### config.mk
export PLATFORM = sky130hd
export DESIGN_NAME = addsub_bcd_seg
export DESIGN_NICKNAME = d
export VERILOG_FILES = /design/src/rtl/addsub_bcd_pkg.sv /design/src/rtl/seg7_decode.sv /design/src/rtl/addsub_bcd_seg.sv
export SDC_FILE = /design/constraint.sdc
export NUM_CORES = 1
export LEC_CHECK = 0
export ABC_AREA = 1
export CAP_MARGIN = 15
export CORE_ASPECT_RATIO = 1.2
export CORE_MARGIN = 1.5
export CORE_UTILIZATION = 61
export CTS_CLUSTER_DIAMETER = 30
export DETAILED_ROUTE_END_ITERATION = 16
export PLACE_DENSITY_LB_ADDON = 0.1
export SKIP_CTS_REPAIR_TIMING = 1
export SYNTH_ARGS = -nofsm -noshare
export SYNTH_HDL_FRONTEND = slang
export SYNTH_HIERARCHICAL = 1
export SYNTH_SLANG_ARGS = --single-unit
### constraint.sdc
create_clock -name clk_i -period 3.9 [get_ports clk_i]
set_input_delay 0.78 -clock clk_i [delete_from_list [all_inputs] [get_ports clk_i]]
set_output_delay 0.78 -clock clk_i [all_outputs]
set_load 0.02 [all_outputs]
### src/rtl/addsub_bcd_pkg.sv
// Shared definitions for the add/subtract to BCD seven-segment display block.
//   state_t    : controller state encoding (IDLE, CONV, DONE)
//   SEG_BLANK  : all segments off (active-low)
//   SEG_MINUS  : only segment g lit (active-low)
//   SEG_TABLE  : hex digit to active-low segment pattern, bit 0 = a .. bit 6 = g
//   bcd_adjust : double-dabble nibble correction (add 3 when >= 5)
package addsub_bcd_pkg;

  typedef enum logic [1:0] {
    ST_IDLE = 2'd0,
    ST_CONV = 2'd1,
    ST_DONE = 2'd2
  } state_t;

  localparam logic [6:0] SEG_BLANK = 7'h7F;
  localparam logic [6:0] SEG_MINUS = 7'h3F;

  // Entry n sits at index n (the concatenation lists F first, 0 last).
  localparam logic [15:0][6:0] SEG_TABLE = {
    7'h0E, 7'h06, 7'h21, 7'h46, 7'h03, 7'h08, 7'h10, 7'h00,
    7'h78, 7'h02, 7'h12, 7'h19, 7'h30, 7'h24, 7'h79, 7'h40
  };

  function automatic logic [3:0] bcd_adjust(input logic [3:0] nib);
    return (nib >= 4'd5) ? (nib + 4'd3) : nib;
  endfunction

endpackage

### src/rtl/seg7_decode.sv
// Combinational hex-to-seven-segment decoder.
//   code_i : 4-bit digit code
//   seg_o  : 7-bit active-low segment pattern, bit 0 = a .. bit 6 = g
module seg7_decode
  import addsub_bcd_pkg::*;
(
  input  logic [3:0] code_i,
  output logic [6:0] seg_o
);

  assign seg_o = SEG_TABLE[code_i];

endmodule

### src/rtl/addsub_bcd_seg.sv
// Unsigned adder/subtractor whose result is converted to BCD by a sequential
// double-dabble engine and shown on seven-segment displays with a sign digit.
//   clk_i, rst_i : clock, synchronous active-high reset
//   a_i, b_i     : unsigned operands (WIDTH bits)
//   cin_i        : carry-in (add) / borrow-in (subtract)
//   mode_i       : 0 = A+B+cin, 1 = A-B-cin
//   blank_i      : leading-zero blanking enable (sampled when results load)
//   start_i      : begin an operation (ignored while busy_o)
//   busy_o       : operation in progress
//   valid_o      : one-cycle pulse when new results reach the displays
//   cout_o       : carry/borrow of the last completed result
//   sign_o       : minus pattern for a negative result, else blank
//   seg_o        : DIGITS magnitude displays, digit k on bits 7k+6..7k
module addsub_bcd_seg
  import addsub_bcd_pkg::*;
#(
  parameter int WIDTH  = 8,
  parameter int DIGITS = 3
) (
  input  logic                  clk_i,
  input  logic                  rst_i,
  input  logic [WIDTH-1:0]      a_i,
  input  logic [WIDTH-1:0]      b_i,
  input  logic                  cin_i,
  input  logic                  mode_i,
  input  logic                  blank_i,
  input  logic                  start_i,
  output logic                  busy_o,
  output logic                  valid_o,
  output logic                  cout_o,
  output logic [6:0]            sign_o,
  output logic [7*DIGITS-1:0]   seg_o
);

  localparam int R  = WIDTH + 1;
  localparam int CW = $clog2(R + 1);
  localparam int BW = 4 * DIGITS;

  if (WIDTH < 2 || WIDTH > 16) begin : g_bad_width
    $error("addsub_bcd_seg: WIDTH must be in 2..16");
  end
  if ((10 ** DIGITS) < (2 ** (WIDTH + 1))) begin : g_bad_digits
    $error("addsub_bcd_seg: DIGITS too small for WIDTH+1 bit magnitude");
  end

  state_t r_state;
  state_t w_state_next;

  logic [R-1:0]        r_bin;
  logic [BW-1:0]       r_bcd;
  logic [CW-1:0]       r_cnt;
  logic                r_neg;
  logic                r_cy;
  logic                r_valid;
  logic                r_cout;
  logic [6:0]          r_sign;
  logic [7*DIGITS-1:0] r_seg;

  logic                w_load;
  logic                w_shift;
  logic                w_done;

  logic [R-1:0]        w_sum;
  logic [R-1:0]        w_bsum;
  logic [R-1:0]        w_diff;
  logic                w_lt;
  logic [R-1:0]        w_mag;
  logic                w_neg;
  logic                w_cy;

  logic [BW-1:0]       w_bcd_adj;
  logic [7*DIGITS-1:0] w_dig_seg;
  logic [7*DIGITS-1:0] w_seg_next;
  logic                w_lz;

  // Controller
  always_ff @(posedge clk_i) begin
    if (rst_i) begin
      r_state <= ST_IDLE;
    end else begin
      r_state <= w_state_next;
    end
  end

  always_comb begin
    w_state_next = r_state;
    w_load       = 1'b0;
    w_shift      = 1'b0;
    w_done       = 1'b0;
    unique case (r_state)
      ST_IDLE: begin
        if (start_i) begin
          w_load       = 1'b1;
          w_state_next = ST_CONV;
        end
      end
      ST_CONV: begin
        w_shift = 1'b1;
        if (r_cnt == CW'(1)) begin
          w_state_next = ST_DONE;
        end
      end
      ST_DONE: begin
        w_done       = 1'b1;
        w_state_next = ST_IDLE;
      end
      default: w_state_next = ST_IDLE;
    endcase
  end

  // Arithmetic: result is formed at WIDTH+1 bits so both the carry and the
  // full negative range of a difference are representable.
  always_comb begin
    w_sum  = {1'b0, a_i} + {1'b0, b_i} + R'(cin_i);
    w_bsum = {1'b0, b_i} + R'(cin_i);
    w_diff = {1'b0, a_i} - w_bsum;
    w_lt   = ({1'b0, a_i} < w_bsum);
    if (mode_i) begin
      w_mag = w_lt ? ('0 - w_diff) : w_diff;
      w_neg = w_lt;
      w_cy  = w_lt;
    end else begin
      w_mag = w_sum;
      w_neg = 1'b0;
      w_cy  = w_sum[WIDTH];
    end
  end

  // Double-dabble correction applied before every shift
  always_comb begin
    w_bcd_adj = '0;
    for (int unsigned i = 0; i < DIGITS; i++) begin
      w_bcd_adj[4*i +: 4] = bcd_adjust(r_bcd[4*i +: 4]);
    end
  end

  for (genvar k = 0; k < DIGITS; k++) begin : g_dec
    seg7_decode u_dec (
      .code_i (r_bcd[4*k +: 4]),
      .seg_o  (w_dig_seg[7*k +: 7])
    );
  end

  // Scan from the most significant digit down; a digit is blanked while all
  // digits at and above it are zero. Digit 0 is never blanked.
  always_comb begin
    w_seg_next = w_dig_seg;
    w_lz       = 1'b1;
    for (int unsigned j = 0; j < DIGITS; j++) begin
      if (r_bcd[4*(DIGITS-1-j) +: 4] != 4'd0) begin
        w_lz = 1'b0;
      end
      if (blank_i && w_lz && (j != DIGITS - 1)) begin
        w_seg_next[7*(DIGITS-1-j) +: 7] = SEG_BLANK;
      end
    end
  end

  // Datapath registers
  always_ff @(posedge clk_i) begin
    if (rst_i) begin
      r_bin   <= '0;
      r_bcd   <= '0;
      r_cnt   <= '0;
      r_neg   <= 1'b0;
      r_cy    <= 1'b0;
      r_valid <= 1'b0;
      r_cout  <= 1'b0;
      r_sign  <= SEG_BLANK;
      r_seg   <= {DIGITS{SEG_BLANK}};
    end else begin
      r_valid <= 1'b0;
      if (w_load) begin
        r_bin <= w_mag;
        r_neg <= w_neg;
        r_cy  <= w_cy;
        r_bcd <= '0;
        r_cnt <= CW'(R);
      end
      if (w_shift) begin
        r_bcd <= {w_bcd_adj[BW-2:0], r_bin[R-1]};
        r_bin <= {r_bin[R-2:0], 1'b0};
        r_cnt <= r_cnt - CW'(1);
      end
      if (w_done) begin
        r_seg   <= w_seg_next;
        r_sign  <= r_neg ? SEG_MINUS : SEG_BLANK;
        r_cout  <= r_cy;
        r_valid <= 1'b1;
      end
    end
  end

  assign busy_o  = (r_state != ST_IDLE);
  assign valid_o = r_valid;
  assign cout_o  = r_cout;
  assign sign_o  = r_sign;
  assign seg_o   = r_seg;

endmodule

* Yosys cells after proc, flatten, opt, wreduce, memory -nomap -nowiden *
Memories as Yosys holds them, arrays and structs flattened. A register that Yosys moved wholly into a read port is not among the register bits.
Cells that the tools add are included.

cells by class
  reductions and logical operators = 9
  multiplexer cells = 33
  order comparisons = 7
  $mul = 0
  add/sub/neg operators = 9
  div/mod/pow operators = 0
  eq/ne operators = 5
  bitwise operators = 0
  shift operators = 0

operators by type and width
  operator                                                                             count
  7-bit 2-to-1 mux                                                                     6
  9-bit 2-to-1 mux                                                                     4
  4-bit 2-to-1 mux                                                                     8
  12-bit 2-to-1 mux                                                                    2
  4-bit by 5-bit < comparator with 1-bit output, second input constant                 3
  4-bit by 3-bit greater-or-equal comparator with 1-bit output, second input constant  3
  8-bit by 1-bit adder with 9-bit output                                               1
  8-bit by 8-bit adder with 9-bit output                                               1
  9-bit by 1-bit adder with 9-bit output                                               1
  8-bit by 9-bit < comparator with 1-bit output                                        1
  1-bit 2-to-1 mux                                                                     9
  1-bit by 9-bit subtractor with 9-bit output, first input constant                    1
  8-bit by 9-bit subtractor with 9-bit output                                          1
  4-bit by 2-bit adder with 4-bit output, second input constant                        2
  4-bit nonzero test                                                                   2
  4-bit by 1-bit equality test with 1-bit output, second input constant                1
  2-bit 2-to-1 mux                                                                     2
  2-bit != test, second input constant                                                 2
  2-bit one-hot mux with 2 select lines                                                1
  2-bit nonzero test                                                                   2
  4-bit by 1-bit subtractor with 4-bit output, second input constant                   1
  3-bit by 2-bit adder with 3-bit output, second input constant                        1
  3-bit 2-to-1 mux                                                                     1
  2-bit by 1-bit equality test with 1-bit output, second input constant                1
  5 further kinds                                                                      6

word-level totals
  logic and storage cells = 77
  latch bits = 0
  bits in writable memories = 0
  bits in registers = 59
  bits in read-only memories = 336
  memories = 3

memories
  memory           depth  width  read ports  clocked after Yosys merged registers in  wr ports  line               RTL
  (no name shown)  16     7      1           1                                        0         seg7_decode.sv:11  assign seg_o = SEG_TABLE[code_i];
  (no name shown)  16     7      1           1                                        0         seg7_decode.sv:11
  (no name shown)  16     7      1           1                                        0         seg7_decode.sv:11

* Logic depth before layout (Yosys ltp) *
Gate-level depths: netlist of run 1.

  depth after elaboration = 7
  gate-level depth with buffers = 22
  gate-level depth less buffers = 22

* Hierarchy *
Netlist of run 1, hierarchy kept.

by module, submodules not included
  module          sequential area each (sq um)  cells an instance  instances  area each (sq um)
  addsub_bcd_seg  1061.0                        506                1          3513.4
  seg7_decode     0.0                           49                 3          274.0

* Worst setup path before layout of run 1 *
Ideal clock, no wire load.

  kind = input -> register
  start = in b_i[0]
  end = reg r_bin[8]
  slack = 0.991 ns
  arrival time = 2.797 ns
  setup time = 0.112 ns
  cell stages on the path = 21
  path through = ha_1 ha_1 nand3_1 nor2_1 nand2_1 nand2_1 nand2_1 ha_1 nand2_1 inv_1 a21oi_2 nand2_2 nand2_2 nand2_4 nand2_4 buf_6 nand3_1 nand3_1 nand2_1 nand2_1 nand2_1

on the way
  cells in the longest elaborated chain, start to end = 7

RTL lines
  what                                         line                   RTL
  from (decl)                                  addsub_bcd_seg.sv:23   input logic [WIDTH-1:0] b_i,
  8-bit by 1-bit adder with 9-bit output       addsub_bcd_seg.sv:115  w_bsum = {1'b0, b_i} + R'(cin_i);
  8-bit by 9-bit subtractor with 9-bit output  addsub_bcd_seg.sv:116  w_diff = {1'b0, a_i} - w_bsum;
  1-bit by 9-bit subtractor with 9-bit output  addsub_bcd_seg.sv:119  w_mag = w_lt ? ('0 - w_diff) : w_diff;
  9-bit 2-to-1 mux                             addsub_bcd_seg.sv:119
  9-bit 2-to-1 mux *                           addsub_bcd_seg.sv:118  if (mode_i) begin
  9-bit 2-to-1 mux *                           addsub_bcd_seg.sv:173  if (w_load) begin
  9-bit 2-to-1 mux *                           addsub_bcd_seg.sv:180  if (w_shift) begin
  to (signal assigned)                         addsub_bcd_seg.sv:174  r_bin <= w_mag;
  to (signal assigned)                         addsub_bcd_seg.sv:182  r_bin <= {r_bin[R-2:0], 1'b0};
  to (decl)                                    addsub_bcd_seg.sv:49   logic [R-1:0] r_bin;

Every way passes the cells marked *; elsewhere a longest branch is shown, timed or not. The select of a mux whose other input is x is not followed.
A chain may end at the register's enable or synchronous reset.

* Worst setup path after layout of run 1 *
  start = in b_i[0]
  end = reg r_bin[3]

The elaborated chain is that of the path after synthesis.

==> run summary, run 1 <==
The clock-pin transition on the worst setup and hold timing paths came out at 0.09 ns. Combinational fraction of design power: 30.6%. Static timing analysis puts the maximum clock frequency at 284 MHz. The total wire length was 10100 um.

In this run the standard cell core region covers 0.00685 mm^2. Summing all flip-flop and latch instances after layout gives 0.00106 mm^2. Via count of the first global-routing pass: 4093.

For the number of failing setup endpoints in the final timing report, the log shows 0. Setup repair after global routing left no endpoint under its margin. The initial antenna violation count is 0. STA classifies the critical path endpoint as a flop. The number of pins exceeding their max-slew limit in the final report was 0; the delay of the slowest cell on the worst path was 0.51 ns. The worst hold path belongs to the class flop to flop. At the later pin of the worst-skew pair, clock insertion delay measures 0.30 ns. The area growth from synthesis to layout is 12.1%. In this run, synthesis inferred 0 flip-flops with an integrated enable. The first global-routing pass estimated 17100 um of wire.

The net switching power is 437 uW, and the maximum clock path buffer count is 2. STA classifies the critical path startpoint as an input pin. Kind of critical path: input pin to flop.

The transition time of the tightest slew-check pin is 0.781 ns, and the required time at the endpoint of the critical path is 4.08 ns. Of the cells placed in the final design, the portion with a size suffix greater than 1 is 4.35%. Cell type with the highest aggregate area in the netlist: sky130_fd_sc_hd__dfxtp_1. The most used flip-flop cell after synthesis is sky130_fd_sc_hd__dfxtp_1. The number of instances in the synthesized netlist came out at 653. In this run the tightest slew margin relative to its limit is 47.9%. The placement row count is 33. Sink count of the clock tree: 53. The I/O pin total is 53. The final RePlAce weighted congestion was 0.949. The adder-cell share of the synthesized area works out to 15.8%. The tools report the final antenna-violating net count as 0.

Dividing total power by cell area gives a power density of 263 mW/mm^2. The total overflow left after global routing is 0. The count of input and output buffers works out to 46. The detailed-placement wirelength estimate was 7940 um.

The portion of synthesized area spent on multiplexers is 0%. The count of buffer and inverter cells on the critical path came out at 2. The tree is rooted in a sky130_fd_sc_hd__clkbuf_8.

Cells fill 70.9% of the core in the end. Internal power comes to 843 uW. The die covers 0.00762 mm^2. Net switching is 34.1% of the power. The tools report the final count of hold timing violations as 0.

Yosys printed 6 warnings. Subtracting the final worst setup slack from the clock period gives 3.52 ns. The initial utilization of the core area, before any placement, comes to 63.3%. Yosys attributes the largest share of cell area to sky130_fd_sc_hd__dfxtp_1 (24%), sky130_fd_sc_hd__nand2_1 (16%), sky130_fd_sc_hd__ha_1 (14%), sky130_fd_sc_hd__nand3_1 (9.2%), sky130_fd_sc_hd__inv_1 (7.0%). The logs give 240 for the iteration-0 DRC count of the detailed router and 4280 for the via count. The cell that appears most often on the critical path is sky130_fd_sc_hd__nand2_1. The analysis attributes to cell leakage a power of 2.31 nW. The arrival time of data at the critical path endpoint is 3.70 ns, and the average vias per placed instance is 5.52. From bottom edge to top edge, the die measures 95.4 um.

The share of the clock period used by the worst path after layout was 90.2%. The clock network burns 24.1% of the power. Synthesis inferred 53 register bits. The H-tree was split into 2 levels. In the routed design, unresolved DRC markers number 0.

The tools report the final-stage net count as 763. The average cell area after synthesis came out at 6.64 um^2. The slowest stage of the critical path belongs to the cell sky130_fd_sc_hd__clkdlybuf4s50_1. After synthesis, the share of flip-flops with an asynchronous set or reset is 0%.

In the global route stage, overall resource usage came out at 28.0%. The pre-antenna-repair detailed-routing pass consisted of 5 iterations. The number of distinct library cell variants in the gate-level netlist after synthesis was 42. 0 antenna diodes ended up in the layout.

The die width works out to 80.0 um. The flow ran to the end, and the final reports show no timing, DRC or antenna violations. Of the total power, registers draw 45.3%. Sequential elements use 24.5% of the synthesized area.

The proportion of netlist area held by the largest area contributor came out at 24.5%. Max-cap violations in this run came to 0. By area, the combinational part of the netlist is dominated by simple AND/OR/NAND/NOR gates.

The synthesized-area fraction occupied by xor and xnor cells is 2.83%, and the maximum fanout along the worst path is 16. Entering global routing, the biggest net connects 27 pins. Counting the fill cells in the layout gives 616. The maximum clock skew at final layout was 0.00633 ns; the number of buffers inserted during clock tree synthesis was 5. The maximum vdd drop is 0.161 mV.

Summing the areas of all and, or, nand and nor instances in the mapped netlist gives 31.6% of the synthesized area. The total power of the final layout was 1.28 mW; the mapped cell area was 0.00434 mm^2. The multi-input combinational cells in the finished layout cover a total of 0.00279 mm^2. Gate family responsible for the most delay along the worst path: simple AND/OR/NAND/NOR gates.

TritonCTS built the clock tree. Dividing the detail-routed wire length by the instance count gives 13.0 um. The signal on the critical path passes through clkdlybuf4s50_1 > ha_1 > ha_1 > nand3_1 > nor2_1 > nand2_1 > nand2_1 > nand2_1 > ha_1 > nand2_1 > inv_1 > a21oi_2 > nand2_2 > nand2_2 > nand2_4 > nand2_4 > nand2_1 > nand2_1 > nand3_1 > nand3_1 > a21oi_1.

The sum of negative setup slack came out at 0 ns. The synthesized netlist devotes 13.5% of its cell area to compound gates.
## metrics by stage
| stage | worst slack, ns | std cells | hold slack (ns) | area, um^2 |
|---|---|---|---|---|
| 3_3_place_gp | 0.326 | 768 | 0.434 | 4770 |
| 5_1_grt | 0.0565 | 776 | 0.482 | 4860 |
| 3_5_place_dp | 0.0947 | 768 | 0.444 | 4770 |
| 4_1_cts | 0.430 | 776 | 0.461 | 4860 |
| 2_1_floorplan | 0.991 | 658 | 0.421 | 4350 |
| 6_report | 0.381 | 776 | 0.459 | 4860 |
## layout by cell type, fill, tap and decap left out, drive strengths merged, types with 2 or more instances in the layout
master         instances
nand4                  6
o22ai                 14
nor2                  31
ha                    50
a22oi                  8
a21o                   2
fa                     3
o21ai                 25
clkinv                 2
inv                   87
nand3b                 3
clkbuf                 6
nor3                   3
a211oi                 2
o31ai                  2
nand3                 80
xor2                   8
conb                   6
nand2                193
clkdlybuf4s50         46
buf                    4
a31oi                  2
dfxtp                 53
a21oi                 39
xnor2                  6
## sequential cells by signal, indices dropped and copies added (netlist names)
register and count:
valid_o 1, cout_o 1, r_state 2, seg_o 21
r_cy 1, r_cnt 4, r_neg 1, sign_o 1
r_bcd 12, r_bin 9
## final timing paths
check	cells past startpoint	slack [ns]	to	start
setup / recovery	21	0.38	r_bin[3]$_SDFFE_PP0P_	b_i[0]
hold / removal	1	0.46	sign_o[6]$_SDFFE_PP1P_	r_neg$_SDFFE_PP0P_
setup reg to reg	6	1.75	seg_o[13]$_SDFFE_PP1P_	r_state[0]$_SDFFE_PP0P_
hold reg to reg	1	0.46	sign_o[6]$_SDFFE_PP1P_	r_neg$_SDFFE_PP0P_
## power by group through the flow
stage          Sequential, mW  Combinational [mW]  Clock (mW)
5_1_grt                 0.583               0.442       0.335
3_3_place_gp            0.591               0.378           0
6_report                0.580               0.391       0.309
3_5_place_dp            0.592               0.388           0
4_1_cts                 0.580               0.390       0.317
2_1_floorplan           0.594               0.284           0
## cells in the mapped netlist, types with 5 or more instances
cell type	instances
sky130_fd_sc_hd__nand2_1	186
sky130_fd_sc_hd__inv_1	81
sky130_fd_sc_hd__nand3_1	80
sky130_fd_sc_hd__dfxtp_1	53
sky130_fd_sc_hd__ha_1	50
sky130_fd_sc_hd__a21oi_1	37
sky130_fd_sc_hd__nor2_1	31
sky130_fd_sc_hd__o21ai_0	16
sky130_fd_sc_hd__o22ai_1	14
sky130_fd_sc_hd__a22oi_1	8
sky130_fd_sc_hd__clkbuf_1	8
sky130_fd_sc_hd__xor2_1	8
sky130_fd_sc_hd__buf_4	7
sky130_fd_sc_hd__buf_6	6
sky130_fd_sc_hd__o21ai_1	6
sky130_fd_sc_hd__xnor2_1	6
sky130_fd_sc_hd__buf_2	5
sky130_fd_sc_hd__inv_2	5
sky130_fd_sc_hd__nand2_2	5
sky130_fd_sc_hd__nand4_1	5
## per-layer routing
layer / global-route usage (%) / part of all wire (%) / vias to the layer above
li1: - / - / 2186
met1: 28.2 / 40 / 1931
met2: 53.7 / 52 / 127
met3: 3.06 / 3.4 / 36
met4: 17.5 / 4.8 / 0
met5: 0 / 0 / -
## kinds of logic (layout without fill, tap and decap cells)
| family | count (synthesis) | in the layout |
|---|---|---|
| buffers and inverters | 114 | 145 |
| adder cells (fa/ha/maj) | 53 | 53 |
| other | 1 | 6 |
| XOR/XNOR | 14 | 14 |
| AND/OR/NAND/NOR | 319 | 319 |
| flip-flops | 53 | 53 |
| AO/OA/AOI/OAI | 99 | 99 |
## worst reg2reg max path: stages, from the launching register on
cell and delay (ns):
sky130_fd_sc_hd__dfxtp_1 0.32, sky130_fd_sc_hd__inv_1 0.07, sky130_fd_sc_hd__nand2_1 0.26, sky130_fd_sc_hd__inv_1 0.69
sky130_fd_sc_hd__o21ai_1 0.41, sky130_fd_sc_hd__o22ai_1 0.23, sky130_fd_sc_hd__nand2_1 0.07
## cell type report
class	instances	area share, %
Multi-Input combinational cell	491	57.3
Clock inverter	2	0.283
Timing Repair Buffer	50	10.1
Clock buffer	6	1.49
Sequential cell	53	21.8
Tap cell	87	2.24
Inverter	87	6.72
No activity file was read; power rests on OpenSTA's default activity.
==> run 2: changes to the inputs <==
--- a/config.mk
+++ b/config.mk
@@ -12,6 +12,7 @@
 export CORE_UTILIZATION = 61
 export CTS_CLUSTER_DIAMETER = 30
 export DETAILED_ROUTE_END_ITERATION = 16
+export HOLD_SLACK_MARGIN = 0.03
 export PLACE_DENSITY_LB_ADDON = 0.1
 export SKIP_CTS_REPAIR_TIMING = 1
 export SYNTH_ARGS = -nofsm -noshare
==> results of run 2 <==
The final DEF is identical to that of run 1; final timing and power are the same.
